$ cat config.mk
export PLATFORM = sky130hd
export DESIGN_NAME = rec_fifo
export DESIGN_NICKNAME = d
export VERILOG_FILES = /design/src/rtl/interleave_pkg.sv /design/src/rtl/interleave_settle_checker_rec_fifo.sv
export SDC_FILE = /design/constraint.sdc
export NUM_CORES = 1
export LEC_CHECK = 0
export CAP_MARGIN = 20
export CORE_ASPECT_RATIO = 1.1
export CORE_MARGIN = 1.5
export CORE_UTILIZATION = 56
export DETAILED_ROUTE_END_ITERATION = 10
export GPL_ROUTABILITY_DRIVEN = 0
export HOLD_SLACK_MARGIN = 0.05
export PLACE_DENSITY = 0.79
export SETUP_SLACK_MARGIN = 0.1
export SLEW_MARGIN = 15
export SYNTH_ARGS = -nofsm -noshare
export SYNTH_HDL_FRONTEND = slang
export SYNTH_SLANG_ARGS = --single-unit
$ cat constraint.sdc
create_clock -name clk -period 3 [get_ports clk]
set_input_delay 0.3 -clock clk [delete_from_list [all_inputs] [get_ports clk]]
set_output_delay 0.3 -clock clk [all_outputs]
set_load 0.02 [all_outputs]
$ cat src/rtl/interleave_pkg.sv
// Shared types and helpers for the interleave settle checker: FSM states,
// mismatch record layout and the alternating expected-pattern generator.
package interleave_pkg;

  localparam int unsigned V_W   = 10;
  localparam int unsigned N_W   = 4;
  localparam int unsigned IDX_W = 4;

  typedef enum logic [1:0] {
    ST_IDLE,
    ST_SETTLING,
    ST_PASS,
    ST_FAIL
  } state_t;

  typedef struct packed {
    logic [IDX_W-1:0] idx;
    logic [V_W-1:0]   v;
    logic [N_W-1:0]   n;
  } rec_t;

  // Bit k follows stim for even k and its inverse for odd k; bits >= width are zero.
  function automatic logic [V_W-1:0] exp_pattern(input logic stim, input int unsigned width);
    logic [V_W-1:0] pat;
    pat = '0;
    for (int unsigned k = 0; k < V_W; k++) begin
      if (k < width) pat[k] = stim ^ k[0];
    end
    return pat;
  endfunction

endpackage

$ cat src/rtl/interleave_settle_checker_rec_fifo.sv
// Synchronous mismatch-record FIFO with flush and a sticky drop flag.
module rec_fifo
  import interleave_pkg::*;
#(
  parameter int unsigned DEPTH = 4,
  parameter type         T     = rec_t
) (
  input  logic clk,
  input  logic rst,
  input  logic flush,
  input  logic push,
  input  T     push_data,
  input  logic pop,
  output logic valid,
  output T     head,
  output logic overflow
);

  localparam int unsigned AW = $clog2(DEPTH);
  localparam logic [AW:0] FULL_CNT = (AW+1)'(DEPTH);

  T              mem_q [DEPTH];
  T              mem_d [DEPTH];
  logic [AW-1:0] rd_q, rd_d, wr_q, wr_d;
  logic [AW:0]   cnt_q, cnt_d;
  logic          ovf_q, ovf_d;
  logic          do_push, do_pop, full;

  always_comb begin
    mem_d   = mem_q;
    rd_d    = rd_q;
    wr_d    = wr_q;
    cnt_d   = cnt_q;
    ovf_d   = ovf_q;
    full    = (cnt_q == FULL_CNT);
    do_pop  = pop && (cnt_q != '0);
    // A pop frees the head slot in the same edge, so a full FIFO still accepts the push.
    do_push = push && (!full || do_pop);
    if (flush) begin
      rd_d  = '0;
      wr_d  = '0;
      cnt_d = '0;
      ovf_d = 1'b0;
    end else begin
      if (do_push) begin
        mem_d[wr_q] = push_data;
        wr_d        = wr_q + 1'b1;
      end
      if (do_pop) rd_d = rd_q + 1'b1;
      if (push && !do_push) ovf_d = 1'b1;
      case ({do_push, do_pop})
        2'b10:   cnt_d = cnt_q + 1'b1;
        2'b01:   cnt_d = cnt_q - 1'b1;
        default: cnt_d = cnt_q;
      endcase
    end
  end

  always_ff @(posedge clk) begin
    if (rst) begin
      for (int unsigned i = 0; i < DEPTH; i++) mem_q[i] <= '0;
      rd_q  <= '0;
      wr_q  <= '0;
      cnt_q <= '0;
      ovf_q <= 1'b0;
    end else begin
      mem_q <= mem_d;
      rd_q  <= rd_d;
      wr_q  <= wr_d;
      cnt_q <= cnt_d;
      ovf_q <= ovf_d;
    end
  end

  assign valid    = (cnt_q != '0);
  assign head     = valid ? mem_q[rd_q] : '0;
  assign overflow = ovf_q;

endmodule

---- After elaboration in Yosys (flattened, before gate mapping) ----
Cells that the tools add are included.
cells by class
  muxes and demuxes ....................... 8
  equality and inequality tests ........... 3
  bitwise logic cells ..................... 3
  reduce and logical (&&, ||, !) cells .... 11
  add/subtract/negate cells ............... 4
  order comparisons ....................... 3
operators with widths
  cell                   number
  $bwmux W72             1
  $mux W18               4
  $bmux W18 S2           1
  $demux W18 S2          1
  $ge A3 B3 Y1 const B   2
  $not A2 Y3             2
  $pmux W3 S2            1
  $add A2 B1 Y2 const B  2
  $logic_and A1 B1 Y1    4
  $add A3 B1 Y3 const B  1
  $eq A3 B3 Y1 const B   1
  $lt A3 B1 Y1 const B   1
  $reduce_bool A3 Y1     1
  $sub A3 B1 Y3 const B  1
  $eq A2 B1 Y1 const B   1
  $eq A2 B2 Y1 const B   1
  $logic_not A1 Y1       2
  $reduce_and A2 Y1      1
  $reduce_bool A2 Y1     1
  $reduce_or A2 Y1       1
  $logic_or A1 B1 Y1     1
  $not A1 Y1             1
word-level totals
  bits in registers ....................... 80
  output and inout port bits .............. 20
  word-level logic and storage cells ...... 48
  bits of input ports ..................... 23

---- Depth between registers and ports, before layout ----
  depth after elaboration ................. 6
  gate-level depth with buffers ........... 9
  mapped depth without buffers ............ 8

---- Worst setup path before layout ----
OpenSTA, ideal clock, no wires.
  path type ............................... register to register
  start point ............................. reg cnt_q[0]
  end point ............................... reg cnt_q[2]
  data arrival time ....................... 2.274 ns
  buffers on the path ..................... 1
  period minus slack after synthesis ...... 2.343 ns
  required time ........................... 2.930 ns
  library setup time ...................... 0.070 ns
  stages on the path, launching flop included .. 10
  path slack .............................. 0.657 ns
  cells stage by stage .................... dfxtp_1 or4b_4 buf_6 nand2_1 ha_1 inv_1 fa_1 xor2_1 or3_1 a21oi_1
between the ends
  cells in the longest elaborated chain, start to end .. 6
  elaborated cells on any way between the ends .. 12
  those cells by class .................... 2 x add/sub; 3 x eq/ne; 1 x mux; 6 x reduce/logical
RTL lines
  what                                                            line                                                                                text
  start: declaration                                              interleave_settle_checker_rec_fifo.sv:25                                            logic [AW:0] cnt_q, cnt_d;
  start signal: assignment                                        interleave_settle_checker_rec_fifo.sv:70                                            cnt_q <= cnt_d;
  $eq A3 B3 Y1 / $reduce_bool A3 Y1 (equally long branches)       interleave_settle_checker_rec_fifo.sv:35, interleave_settle_checker_rec_fifo.sv:36
  $logic_not A1 Y1 / $logic_and A1 B1 Y1 (equally long branches)  interleave_settle_checker_rec_fifo.sv:38, interleave_settle_checker_rec_fifo.sv:36
  $logic_or A1 B1 Y1                                              interleave_settle_checker_rec_fifo.sv:38                                            do_push = push && (!full || do_pop);
  $logic_and A1 B1 Y1                                             interleave_settle_checker_rec_fifo.sv:38
  $eq A2 B1 Y1 / $eq A2 B2 Y1 (equally long branches)             interleave_settle_checker_rec_fifo.sv:51                                            case ({do_push, do_pop})
  $pmux W3 S2 / $reduce_bool A2 Y1 (equally long branches)        --
Parallel ways exist; a longest one is shown, timed or not.
A chain may end at the register's enable or synchronous reset.

==> reports/metrics.csv <==
metric,value,unit
register share of total power,0.510,
fin crit share,0.8974,
RR Startpoint,cnt_q[0],
total grt overflow,0,
number of DRC markers in iteration 0,102,
post-synthesis instance total,353,
Routed WL,7369,um
vias,2546,
synthesized area per cell,11.01,sq um
number of global-route vias before repair,2683,
maximum buffer depth of the clock tree,2,
final count of hold timing violations,0,
"Reg clk slew, reported paths",0.07,ns
Rows,31,
xor/xnor cell area share of the yosys netlist,0.004509,
FMAX,371.5,MHz
post-synthesis mux area share,0.2950,
post-synthesis simple-gate area fraction,0.2110,
CTS tree,yes,
first-pass GRT wire length,12140,um
Post-Syn Area,3885,sq um
"Clk Latency, worst-skew pair",0.35,ns
Die W,82.42,um
"commonest non-fill, non-tap cell in the layout",nand2b_1,
"Seq/Total Area, Yosys",0.4122,
starting density of the core,0.5857,
Crit Path Max Fanout,12,
number of remaining DRC errors,0,
Synth warnings,0,
RSZ-0062 raised after global routing,no,
Power Internal,1663,uW
Slew HR,0.5553,
post-CTS setup buffer count,0,
Pleak,0.001908,uW
nets,419,
Die Footprint,7447,sq um
net switching power figure,480.2,uW
CTS buffer count,9,
R2R Setup Slk,0.57,ns
Worst-Margin Slew,0.6661,ns
hold crit path type,reg2reg,
critical path type,reg2out,
TNS Setup,0,ns
WHS Path Cells,2,
Slew Limit Fails,0,
routed length per instance,15.45,um
Setup crit end kind,output pin,
layout cells sized above 1,0.1241,
post-CTS resize count,0,
Mapped Nets,382,
TritonRoute pass-1 iters,4,
area added between synthesis and finish,17.17,%
Yosys reg bits,80,
maximum vdd drop,0.3058,mV
# IOs,43,
"Setup violations, final",0,
mean number of vias per cell,5.338,
worst r2r dst,cnt_q[2],
status,completed,
number of H-tree levels,3,
largest net degree at the start of global routing,71,
Total GRT Usage,0.2146,
Die H,90.36,um
CP Data Required Time,2.70,ns
IO Port Bufs,42,
Compound-Gate Fraction of Synth Area,0.009662,
"commonest non-fill, non-tap cells in the layout","nand2b_1 (90), dfxtp_1 (80), mux2i_1 (74)",
power density over the cells,470.8,nW/um^2
synth unique cells,29,
worst hold margin,0.4726,ns
Antenna Nets Post-Route,0,
Final HPWL DP,4785,um
CP Launch Point,rd_q[1],
hold_buf cts,0,
worst hold start,mem_q[14],
initial antenna violation count,0,
startpoint types,flop,
r2r worst-path depth,8,
adder-cell area share of the yosys netlist,0.02126,
core area,6633,sq um
Clock power frac,0.397,
worst path arrival time,2.39,ns
crit path time final,2.692,ns
endpoint of the worst hold path,mem_q[14],
CTS Root Buffer Type,clkbuf_8,
clock tree sinks,80,
Comb pwr share,0.093,
Final Skew,0.007680,ns
Antenna diodes,0,
Max Cap Violations,0,
combinational family with the most area after synthesis,multiplexers,
switch share,0.2241,
==> state kept, by name, indices dropped and copies added (netlist names) <==
register / cells
cnt_q: 3
overflow: 1
rd_q: 2
wr_q: 2
mem_q: 72
==> area by class of cell <==
cell class,count,area (sq um)
clock buffer,14,182.7
clock inverter,2,35.03
fill,524,2081
inverter,7,26.28
multi-input combinational,241,2108
sequential,80,1602
tap,82,102.6
timing repair buffer,51,495.5
==> metal layers <==
metal,part of all wire,vias up,wire length (um),track usage
li1,-,1269,-,-
met1,0.46,1232,3380,0.2539
met2,0.50,36,3668,0.3767
met3,0.028,9,205,0.04141
met4,0.016,0,115,0.07203
met5,0,-,0,0
==> through the flow <==
stage	setup slack [ns]	total power (uW)	cells	utilization	area (sq um)
after floorplan	0.6566	1248	353	-	3885
after global placement	0.2706	1316	461	0.6535	4334
after detailed placement	0.2083	1319	461	0.6535	4334
after CTS	0.2948	2154	477	0.6863	4552
after global routing	0.2082	2218	477	0.6863	4552
final	0.3079	2143	477	0.6863	4552
==> how the worst max path moves through the flow <==
stage / endpoint / cells past startpoint
CTS: head[12] / 4
detailed placement: cnt_q[2] / 9
finish: head[12] / 4
global route: head[12] / 4
floorplan: cnt_q[2] / 9
global placement: cnt_q[2] / 9
==> worst max-delay path, stage by stage (launching register included) <==
cell             delay [ns]
dfxtp_1                0.75
buf_4                  0.31
mux4_2                 0.31
nor2b_1                0.14
clkdlybuf4s50_1        0.54
==> cell usage after synthesis <==
library cell  instances  area, sq um
and3_2                1        7.510
nor3_1                1        5.000
ha_1                  5        62.56
o21ai_0               3        15.01
and3_1                1        6.260
nand2b_1             90        563.0
buf_6                 4        45.04
fa_1                  1        20.02
or4b_2                1        10.01
nand3_1               3        15.01
nand2_1               7        26.28
a21oi_1               3        15.01
buf_1                 2        7.510
xor2_1                2        17.52
clkbuf_1             13        48.80
or2_2                 1        6.260
buf_2                 2        10.01
mux4_2               18        405.4
nor2b_1              20        125.1
nor2_1                5        18.77
o21a_1                1        7.510
inv_1                 7        26.28
buf_12                1        20.02
dfxtp_1              80         1602
buf_4                 3        22.52
or4b_4                1        13.76
nand3_2               1        10.01
mux2i_1              74        740.7
or3_1                 2        12.51
==> power groups by stage <==
stage          clock (uW)  combinational, uW  sequential (uW)
6_report              851                200             1090
5_1_grt               905                217             1100
4_1_cts               860                202             1090
3_5_place_dp            0                201             1120
3_3_place_gp            0                199             1120
2_1_floorplan           0                133             1110
==> cells by family after synthesis <==
kind of cell | after synthesis
compound gates | 7
flops | 80
fa+ha+maj | 6
simple gates | 134
buf+inv | 32
mux | 92
xor+xnor | 2
Note: power is estimated with default switching activity, not from simulation.
